## src/rtl/modulo_folder_pkg.sv

```systemverilog
// Constants and types shared by the folding stage and the fold-removal stage
// (and by the benches of both).
package modulo_folder_pkg;
  localparam int J             = 18;
  localparam int L             = 512;
  localparam int OUT_RES       = 10;
  localparam int TWO_L         = 2 * L;
  localparam int ROWS_DEF      = J + 1;
  localparam int IN_RES_DEF    = 24;
  localparam int MAX_FOLDS_DEF = 15;

  typedef enum logic [1:0] {IDLE, FOLD, DONE} fold_state_t;

  function automatic int kw_of(input int max_folds);
    return $clog2(max_folds + 1) + 1;
  endfunction
endpackage

```

## src/rtl/modulo_folder_if.sv

```systemverilog
// Column bus of the modulo folder: start pulse and input column in, folded column and status out.
interface modulo_folder_if
  import modulo_folder_pkg::*;
#(
  parameter int ROWS   = ROWS_DEF,
  parameter int IN_RES = IN_RES_DEF,
  parameter int KW     = kw_of(MAX_FOLDS_DEF)
);
  logic                             en;
  logic [ROWS-1:0][IN_RES-1:0]      in;
  logic [ROWS-1:0][OUT_RES-1:0]     out;
  logic [ROWS-1:0][KW-1:0]          fold_k;
  logic [ROWS-1:0]                  fold_flag;
  logic                             busy;
  logic                             done;
  logic                             overflow;

  modport master (output en, in, input out, fold_k, fold_flag, busy, done, overflow);
  modport slave  (input en, in, output out, fold_k, fold_flag, busy, done, overflow);
endinterface

```

## src/rtl/modulo_folder_fold_step.sv

```systemverilog
// One iteration of the fold: moves acc one 2L step toward [-L, L) and reports
// whether the current value can be committed (in range, or clipped at the fold limit).
module modulo_folder_fold_step
  import modulo_folder_pkg::*;
#(
  parameter int IN_RES    = IN_RES_DEF,
  parameter int KW        = kw_of(MAX_FOLDS_DEF),
  parameter int MAX_FOLDS = MAX_FOLDS_DEF
) (
  input  logic signed [IN_RES:0]  acc,
  input  logic signed [KW-1:0]    k,
  output logic signed [IN_RES:0]  acc_next,
  output logic signed [KW-1:0]    k_next,
  output logic                    in_range,
  output logic                    sat,
  output logic [OUT_RES-1:0]      commit_val
);
  localparam logic signed [IN_RES:0] L_S     = (IN_RES+1)'(L);
  localparam logic signed [IN_RES:0] NEG_L_S = (IN_RES+1)'(-L);
  localparam logic signed [IN_RES:0] TWO_L_S = (IN_RES+1)'(TWO_L);
  localparam logic signed [KW-1:0]   K_ONE   = KW'(1);
  localparam logic signed [KW-1:0]   K_MAX   = KW'(MAX_FOLDS);
  localparam logic signed [KW-1:0]   K_MIN   = KW'(-MAX_FOLDS);
  localparam logic [OUT_RES-1:0]     CLIP_HI = OUT_RES'(L - 1);
  localparam logic [OUT_RES-1:0]     CLIP_LO = OUT_RES'(-L);

  logic above;
  logic below;

  // Half-open range: +L folds down, -L is kept.
  assign above    = (acc >= L_S);
  assign below    = (acc < NEG_L_S);
  assign in_range = !above && !below;
  assign sat      = !in_range && ((k == K_MAX) || (k == K_MIN));

  always_comb begin
    acc_next = acc;
    k_next   = k;
    if (above) begin
      acc_next = acc - TWO_L_S;
      k_next   = k + K_ONE;
    end else if (below) begin
      acc_next = acc + TWO_L_S;
      k_next   = k - K_ONE;
    end
  end

  assign commit_val = in_range ? acc[OUT_RES-1:0] : (above ? CLIP_HI : CLIP_LO);
endmodule

```

## src/rtl/modulo_folder.sv

```systemverilog
// Serial modulo folder: snapshots a column on en and folds one element at a time.
// state | meaning
// IDLE  | waiting for en; outputs hold the last frame
// FOLD  | folding/committing element n, one fold step per cycle
// DONE  | whole column committed, done pulse
module modulo_folder
  import modulo_folder_pkg::*;
#(
  parameter int ROWS      = ROWS_DEF,
  parameter int IN_RES    = IN_RES_DEF,
  parameter int MAX_FOLDS = MAX_FOLDS_DEF
) (
  input  logic             clk,
  input  logic             reset,
  modulo_folder_if.slave   bus
);
  localparam int KW = kw_of(MAX_FOLDS);
  localparam int NW = (ROWS > 1) ? $clog2(ROWS) : 1;
  localparam logic [NW-1:0] LAST = NW'(ROWS - 1);

  fold_state_t                  state;
  logic [NW-1:0]                n;
  logic [ROWS-1:0][IN_RES-1:0]  snap;
  logic signed [IN_RES:0]       acc;
  logic signed [KW-1:0]         k;
  logic signed [KW-1:0]         k_prev;

  logic signed [IN_RES:0]       acc_next;
  logic signed [KW-1:0]         k_next;
  logic                         in_range;
  logic                         sat;
  logic [OUT_RES-1:0]           commit_val;

  modulo_folder_fold_step #(
    .IN_RES    (IN_RES),
    .KW        (KW),
    .MAX_FOLDS (MAX_FOLDS)
  ) u_fold_step (
    .acc        (acc),
    .k          (k),
    .acc_next   (acc_next),
    .k_next     (k_next),
    .in_range   (in_range),
    .sat        (sat),
    .commit_val (commit_val)
  );

  always_ff @(posedge clk) begin
    if (reset) begin
      state         <= IDLE;
      n             <= '0;
      snap          <= '0;
      acc           <= '0;
      k             <= '0;
      k_prev        <= '0;
      bus.out       <= '0;
      bus.fold_k    <= '0;
      bus.fold_flag <= '0;
      bus.busy      <= 1'b0;
      bus.done      <= 1'b0;
      bus.overflow  <= 1'b0;
    end else begin
      bus.done <= 1'b0;
      case (state)
        IDLE: begin
          if (bus.en) begin
            snap         <= bus.in;
            n            <= '0;
            acc          <= {bus.in[0][IN_RES-1], bus.in[0]};
            k            <= '0;
            k_prev       <= '0;
            bus.overflow <= 1'b0;
            bus.busy     <= 1'b1;
            state        <= FOLD;
          end
        end
        FOLD: begin
          if (in_range || sat) begin
            bus.out[n]       <= commit_val;
            bus.fold_k[n]    <= k;
            bus.fold_flag[n] <= (k != k_prev);
            k_prev           <= k;
            k                <= '0;
            if (sat) bus.overflow <= 1'b1;
            if (n == LAST) begin
              bus.busy <= 1'b0;
              bus.done <= 1'b1;
              state    <= DONE;
            end else begin
              n   <= n + 1'b1;
              acc <= {snap[n + 1'b1][IN_RES-1], snap[n + 1'b1]};
            end
          end else begin
            acc <= acc_next;
            k   <= k_next;
          end
        end
        DONE:    state <= IDLE;
        default: state <= IDLE;
      endcase
    end
  end
endmodule

```

## src/flat_wrapper.sv

```systemverilog
// flat-port wrapper written by rule: the top's interface ports become plain ports
module modulo_folder_flat import modulo_folder_pkg::*;
#(
  parameter int ROWS      = ROWS_DEF,
  parameter int IN_RES    = IN_RES_DEF,
  parameter int MAX_FOLDS = MAX_FOLDS_DEF
)
  (clk, reset, bus_en, bus_in, bus_out, bus_fold_k, bus_fold_flag, bus_busy, bus_done, bus_overflow);
  modulo_folder_if #(.ROWS(ROWS), .IN_RES(IN_RES), .KW((kw_of((MAX_FOLDS_DEF))))) bus_i ();
  input  logic clk;
  input  logic reset;
  input wire logic [$bits(bus_i.en)-1:0] bus_en;
  input wire logic [$bits(bus_i.in)-1:0] bus_in;
  output wire logic [$bits(bus_i.out)-1:0] bus_out;
  output wire logic [$bits(bus_i.fold_k)-1:0] bus_fold_k;
  output wire logic [$bits(bus_i.fold_flag)-1:0] bus_fold_flag;
  output wire logic [$bits(bus_i.busy)-1:0] bus_busy;
  output wire logic [$bits(bus_i.done)-1:0] bus_done;
  output wire logic [$bits(bus_i.overflow)-1:0] bus_overflow;
  assign bus_i.en = bus_en;
  assign bus_i.in = bus_in;
  assign bus_out = bus_i.out;
  assign bus_fold_k = bus_i.fold_k;
  assign bus_fold_flag = bus_i.fold_flag;
  assign bus_busy = bus_i.busy;
  assign bus_done = bus_i.done;
  assign bus_overflow = bus_i.overflow;
  modulo_folder #(.ROWS(ROWS), .IN_RES(IN_RES), .MAX_FOLDS(MAX_FOLDS)) u_core (.clk(clk), .reset(reset), .bus(bus_i));
endmodule
```

## config.mk

```make
export PLATFORM = sky130hd
export DESIGN_NAME = modulo_folder_flat
export DESIGN_NICKNAME = d
export VERILOG_FILES = /design/src/rtl/modulo_folder_pkg.sv /design/src/rtl/modulo_folder_if.sv /design/src/rtl/modulo_folder_fold_step.sv /design/src/rtl/modulo_folder.sv /design/src/flat_wrapper.sv
export SDC_FILE = /design/constraint.sdc
export NUM_CORES = 2
export LEC_CHECK = 0
export ABC_AREA = 0
export CORE_ASPECT_RATIO = 0.5
export CORE_MARGIN = 3
export CORE_UTILIZATION = 45
export DETAILED_ROUTE_END_ITERATION = 10
export PLACE_DENSITY = 0.73
export SLEW_MARGIN = 0
export SYNTH_ARGS = -nofsm -noshare
export SYNTH_HDL_FRONTEND = slang
export SYNTH_SLANG_ARGS = --single-unit
```

## constraint.sdc

```tcl
create_clock -name clk -period 5.7 [get_ports clk]
set_input_delay 1.14 -clock clk [delete_from_list [all_inputs] [get_ports clk]]
set_output_delay 1.14 -clock clk [all_outputs]
set_load 0.05 [all_outputs]
```

======== Word level (Yosys, flattened, before mapping) ========
Cells that the tools add are included.
word-level totals
  flip-flop bits (word level) ............. 805
  input port bits ......................... 459
operators by class
  add/subtract/negate cells ............... 5
  order comparisons ....................... 5
  equal/unequal tests ..................... 12
  multiplexer cells ....................... 42
  bitwise logic cells ..................... 2
  reduce and logical (&&, ||, !) cells .... 20
operators with widths
  kind                                                                 number
  bitwise mux 190 bit                                                  1
  two-way mux 25 bit                                                   5
  binary-select mux 24 bit (select 5 bit)                              1
  bitwise mux 95 bit                                                   1
  demux 10 bit (select 5 bit)                                          1
  one-hot mux 25 bit (2 select lines)                                  1
  two-way mux 5 bit                                                    8
  two-way mux 10 bit                                                   3
  one-hot mux 5 bit (2 select lines)                                   3
  adder 25 x 12 -> 25 bit, second input constant                       1
  demux 5 bit (select 5 bit)                                           1
  greater-or-equal comparator 25 x 11 -> 1 bit, second input constant  1
  < comparator 25 x 10 -> 1 bit, second input constant                 1
  subtractor 25 x 12 -> 25 bit, second input constant                  1
  two-way mux 24 bit                                                   1
  bitwise mux 19 bit                                                   1
  AND reduction 4 bit                                                  4
  == test 5 bit, second input constant                                 3
  < comparator 5 x 6 -> 1 bit, second input constant                   2
  AND reduction 3 bit                                                  3
  two-way mux 1 bit                                                    8
  two-way mux 2 bit                                                    3
  inequality test 2 x 1 -> 1 bit, second input constant                3
  adder 5 x 1 -> 5 bit, second input constant                          1
  other kinds (19)                                                     28

======== Depth between registers and ports, before layout ========
  depth in word-level cells ............... 8
  mapped depth ............................ 17
  depth with buffers taken out ............ 11

======== Cells and area by module ========
Synthesis repeated with hierarchy kept, for this count alone.
second synthesis, totals
  cells, all modules ...................... 4248
  area total of the unflattened synthesis .. 33609.7 um^2
by module, submodules not included
  module                   instances  cells an instance  area each (um^2)  seq. area each (um^2)
  modulo_folder            1          4092               32608.8           16115.5
  modulo_folder_fold_step  1          156                1001.0            0.0

======== Worst setup path after synthesis ========
No wires, ideal clock.
  kind .................................... register to register
  from .................................... register u_core.n[0]
  to ...................................... register u_core.acc[0]
  arrival ................................. 3.909 ns
  required time ........................... 5.563 ns
  setup slack ............................. 1.654 ns
  cell stages (with the launch flop) ...... 13
  buffers on the path ..................... 6
  clock period less this slack ............ 4.046 ns
  cells stage by stage .................... dfxtp_1 buf_2 buf_2 buf_1 clkbuf_1 inv_1 ha_1 buf_2 buf_1 mux4_2 mux4_2 a221oi_1 a211oi_1
between the ends
  cells in the longest elaborated chain, start to end .. 6
  elaborated cells on any way between the ends .. 9
  classes of those cells .................. add/sub: 1; eq/ne: 2; mux: 5; reduce/logical: 1
RTL lines
  item                                      RTL line             source
  from (decl)                               modulo_folder.sv:22  logic [NW-1:0] n;
  from (signal assigned)                    modulo_folder.sv:90  n <= n + 1'b1;
  adder 5 x 1 -> 5 bit                      modulo_folder.sv:91  acc <= {snap[n + 1'b1][IN_RES-1], snap[n + 1'b1]};
  binary-select mux 24 bit (select 5 bit)   modulo_folder.sv:91
  two-way mux 24 bit (implied by the code)  modulo_folder.sv:91
  two-way mux 25 bit                        modulo_folder.sv:85  if (n == LAST) begin
  two-way mux 25 bit                        modulo_folder.sv:78  if (in_range || sat) begin
  one-hot mux 25 bit (2 select lines)       modulo_folder.sv:64  case (state)
  to (signal assigned)                      modulo_folder.sv:69  acc <= {bus.in[0][IN_RES-1], bus.in[0]};
  to (signal assigned)                      modulo_folder.sv:91
  to (signal assigned)                      modulo_folder.sv:94  acc <= acc_next;
  to (decl)                                 modulo_folder.sv:24  logic signed [IN_RES:0] acc;
Parallel ways exist; a longest one is shown, timed or not. The select of a mux whose other input is x is not followed.
A chain may end at the register's enable or synchronous reset.

======== Worst setup path after layout ========
  from .................................... register u_core.n[0]
  to ...................................... register u_core.acc[8]
The elaborated chain is that of the path after synthesis.

==> impl_metrics.csv <==
group,metric,value,unit
run_status,status,"finished clean",
yosys,synth_top_cell_by_area,"dfxtp_1",
cts,clkLatencyLatePin,0.67,ns
sta,finalCriticalPeriod,4.22,ns
worst_setup_path,worst-r2r-setup-slack,1.48,ns
worst_setup_path,crit_chain,"ha_1, nand3_1, xnor2_1, nand3_1, nor4_1, a221oi_1, a211oi_1",
cts,h-tree-depth,3,
worst_setup_path,worst-path-max-fanout,45,
sta,max_freq,0.237,GHz
global_route,grt_pass1_wl,184000,µm
power_and_ir_drop,leakage,14.9,nW
power_and_ir_drop,power_frac_comb,21.4,%
worst_setup_path,cp-start-kind,"register",
cells_and_area,layout-drive-gt1-share,9.51,%
cts,cts_tree,"done",
worst_setup_path,end_kind,"register",
cts,clock_path_buffers,3,
yosys,yosysTopAreaCellShare,48.5,%
yosys,yosys_warnings,0,
worst_setup_path,crit_slowest_cell,"dfxtp_4",
cts,path_clk_slew,0.07,ns
detailed_routing,vias,30100,
yosys,syn-num-nets,4190,
floorplanning,dieArea,77300,µm²
worst_setup_path,crit_arrival,4.79,ns
cts,cts_buffers,71,
detailed_routing,wire_per_inst,23.8,µm
worst_setup_path,required,6.27,ns
sta,drv_slew,0,
cts,cts_setup_buffers,0,
sta,period_share,74.0,%
detailed_routing,detail_route.wirelength,126000,µm
global_route,first_global_vias,29300,
yosys,synth_enable_flop_cells,0,
sta,whs,0.455,ns
global_route,grt_max_degree,271,
power_and_ir_drop,vdd_drop_max,0.000220,V
floorplanning,start_util,46.1,%
floorplanning,fp.dieW,390,µm
power_and_ir_drop,netSwitchingPower,0.00448,W
yosys,synthMostInstantiatedCell,"nand2_1",
power_and_ir_drop,p_int,0.00974,W
floorplanning,fp.dieH,198,µm
sta,finalHoldViolCount,0,
global_route,grt_overflow_total,0,
placed_design,place.gp.congestion,0.975,
placed_design,dpl.hpwl,92200,µm
sta,relSlewSlack,16.1,%
cts,cts_repair_resize_count,0,
yosys,synthCells,3709,
cts,cts_hold_buffers,0,
worst_setup_path,worstSetupPathType,"register to register",
yosys,synth_cell_types,60,
global_route,grt_use_total,31.4,%
yosys,synth_area_leaders,"dfxtp_1, nand2_1, a21oi_1",
run,maxCapViolations,0,
sta,setup_viol,0,
yosys,avgSynthCellArea,8.96,µm²
placed_design,port_buffers,765,
cts,clock-root-buffer,"clkbuf_16",
yosys,syn_area,33200,µm²
cells_and_area,seq_area,16100,µm²
sta,clock_skew,0.0302,ns
yosys,ys_ff_latch,805,
power_and_ir_drop,seqPwrFrac,44.0,%
detailed_routing,ant_nets,0,
detailed_routing,drt_pre_antenna_iters,6,
sta,rsz0062_at_grt,"no",
yosys,async_flop_share,0,%
yosys,synthFlopType,"dfxtp_1",
cts,cts.sinks,805,
cells_and_area,areaGrowthSynthToFinish,31.5,%
sta,finalSetupTns,0,ns
detailed_routing,drc_errors,0,
floorplanning,rows,69,
power_and_ir_drop,powerDensity,325,nW/µm²
power_and_ir_drop,swShare,31.5,%
floorplanning,boundaryPins,766,
min_path,hold_path.class,"register to register",
sta,worst-slew-pin-transition,1.26,ns
cells_and_area,nNetsFinal,4750,
global_route,antenna_found_initial,26,
floorplanning,core,72000,µm²
cells_and_area,multiInputGateArea,15800,µm²
power_and_ir_drop,clockPowerShare,34.6,%
cells_and_area,fillers,6180,
worst_setup_path,crit_top_cell,"nand3_1",
yosys,ys_top_cells_by_count,"nand2_1, dfxtp_1, a21oi_1",
detailed_routing,drtIter0Drc,2843,
yosys,synth-seq-area-share,48.5,%
detailed_routing,vias_per_cell,5.68,
worst_setup_path,max_stage_delay,0.79,ns
## registers in the layout, indices dropped and copies added, names as in the netlist
name	count
u_core.acc	25
u_core.bus.busy	1
u_core.bus.done	1
u_core.bus.fold_flag	19
u_core.bus.fold_k	95
u_core.bus.out	190
u_core.bus.overflow	1
u_core.k	5
u_core.k_prev	5
u_core.n	5
u_core.snap	456
u_core.state	2
## layout make-up
class                      instances  area share [%]
clock inverter                    24           0.679
clock buffer                     103            4.58
tap                              958            2.74
inverter                          16           0.137
sequential                       805            36.9
timing repair buffer             818            18.7
antenna                           23           0.132
multi-input combinational       2557            36.1
## kinds of logic after synthesis
kind of cell / Yosys count / synth area share (%)
xor+xnor: 23 / 0.606
mux: 252 / 12.0
simple gates: 1441 / 17.7
buf+inv: 347 / 4.52
flops: 805 / 48.5
compound gates: 819 / 15.8
fa+ha+maj: 22 / 0.874
## worst paths after layout
check | from | endpoint | depth (start not counted)
min | u_core.snap[4] | u_core.snap[4] | 2
max reg2reg | u_core.n[0] | u_core.acc[8] | 7
max | u_core.n[0] | u_core.acc[8] | 7
min reg2reg | u_core.snap[4] | u_core.snap[4] | 2
## cell usage in the layout (no fill, tap or decap), types with 73 or more instances in the layout
master,count
nor2_1,349
mux4_2,114
a211oi_2,81
clkbuf_16,73
a211oi_1,122
clkdlybuf4s50_1,764
nand2_1,965
a21oi_1,513
dfxtp_1,804
mux2i_1,114
## power groups by stage
stage	clock [W]	combinational, W	sequential (W)
final	0.00492	0.00304	0.00626
after global routing	0.00519	0.00327	0.00628
after CTS	0.00496	0.00301	0.00624
after detailed placement	0	0.00299	0.00637
after global placement	0	0.00297	0.00637
after floorplan	0	0.00186	0.00622
## worst max-delay path: cells and delay by family, from the launching register on
kind                       cells  cell delay, ns
AOI/OAI and AO/OA              2            0.36
xor gates and xnor gates       1            0.65
adders and majority gates      1            0.64
DFF                            1            0.79
and+or+nand+nor                3            1.67
## stage by stage
stage / power [W] / util [%] / worst slack, ns / instance area (µm²) / instances
after floorplan: 0.00809 / - / 1.65 / 33200 / 3709
after global placement: 0.00934 / 57.4 / 1.68 / 41300 / 5154
after detailed placement: 0.00936 / 57.4 / 1.56 / 41300 / 5154
after CTS: 0.0142 / 60.6 / 1.54 / 43600 / 5281
after global routing: 0.0147 / 60.7 / 1.23 / 43700 / 5302
final: 0.0142 / 60.7 / 1.48 / 43700 / 5304
## per-layer routing
metal  up-vias  part of all wire, %  track usage [%]  wire, µm
li1      13900                    -                -         -
met1     14500                   37             36.9     46900
met2      1315                   48             52.0     60900
met3       382                  8.5             8.57     10700
met4         6                  5.9             18.3      7460
met5         -                0.033                0        41
(Power assumes the default switching activity.)
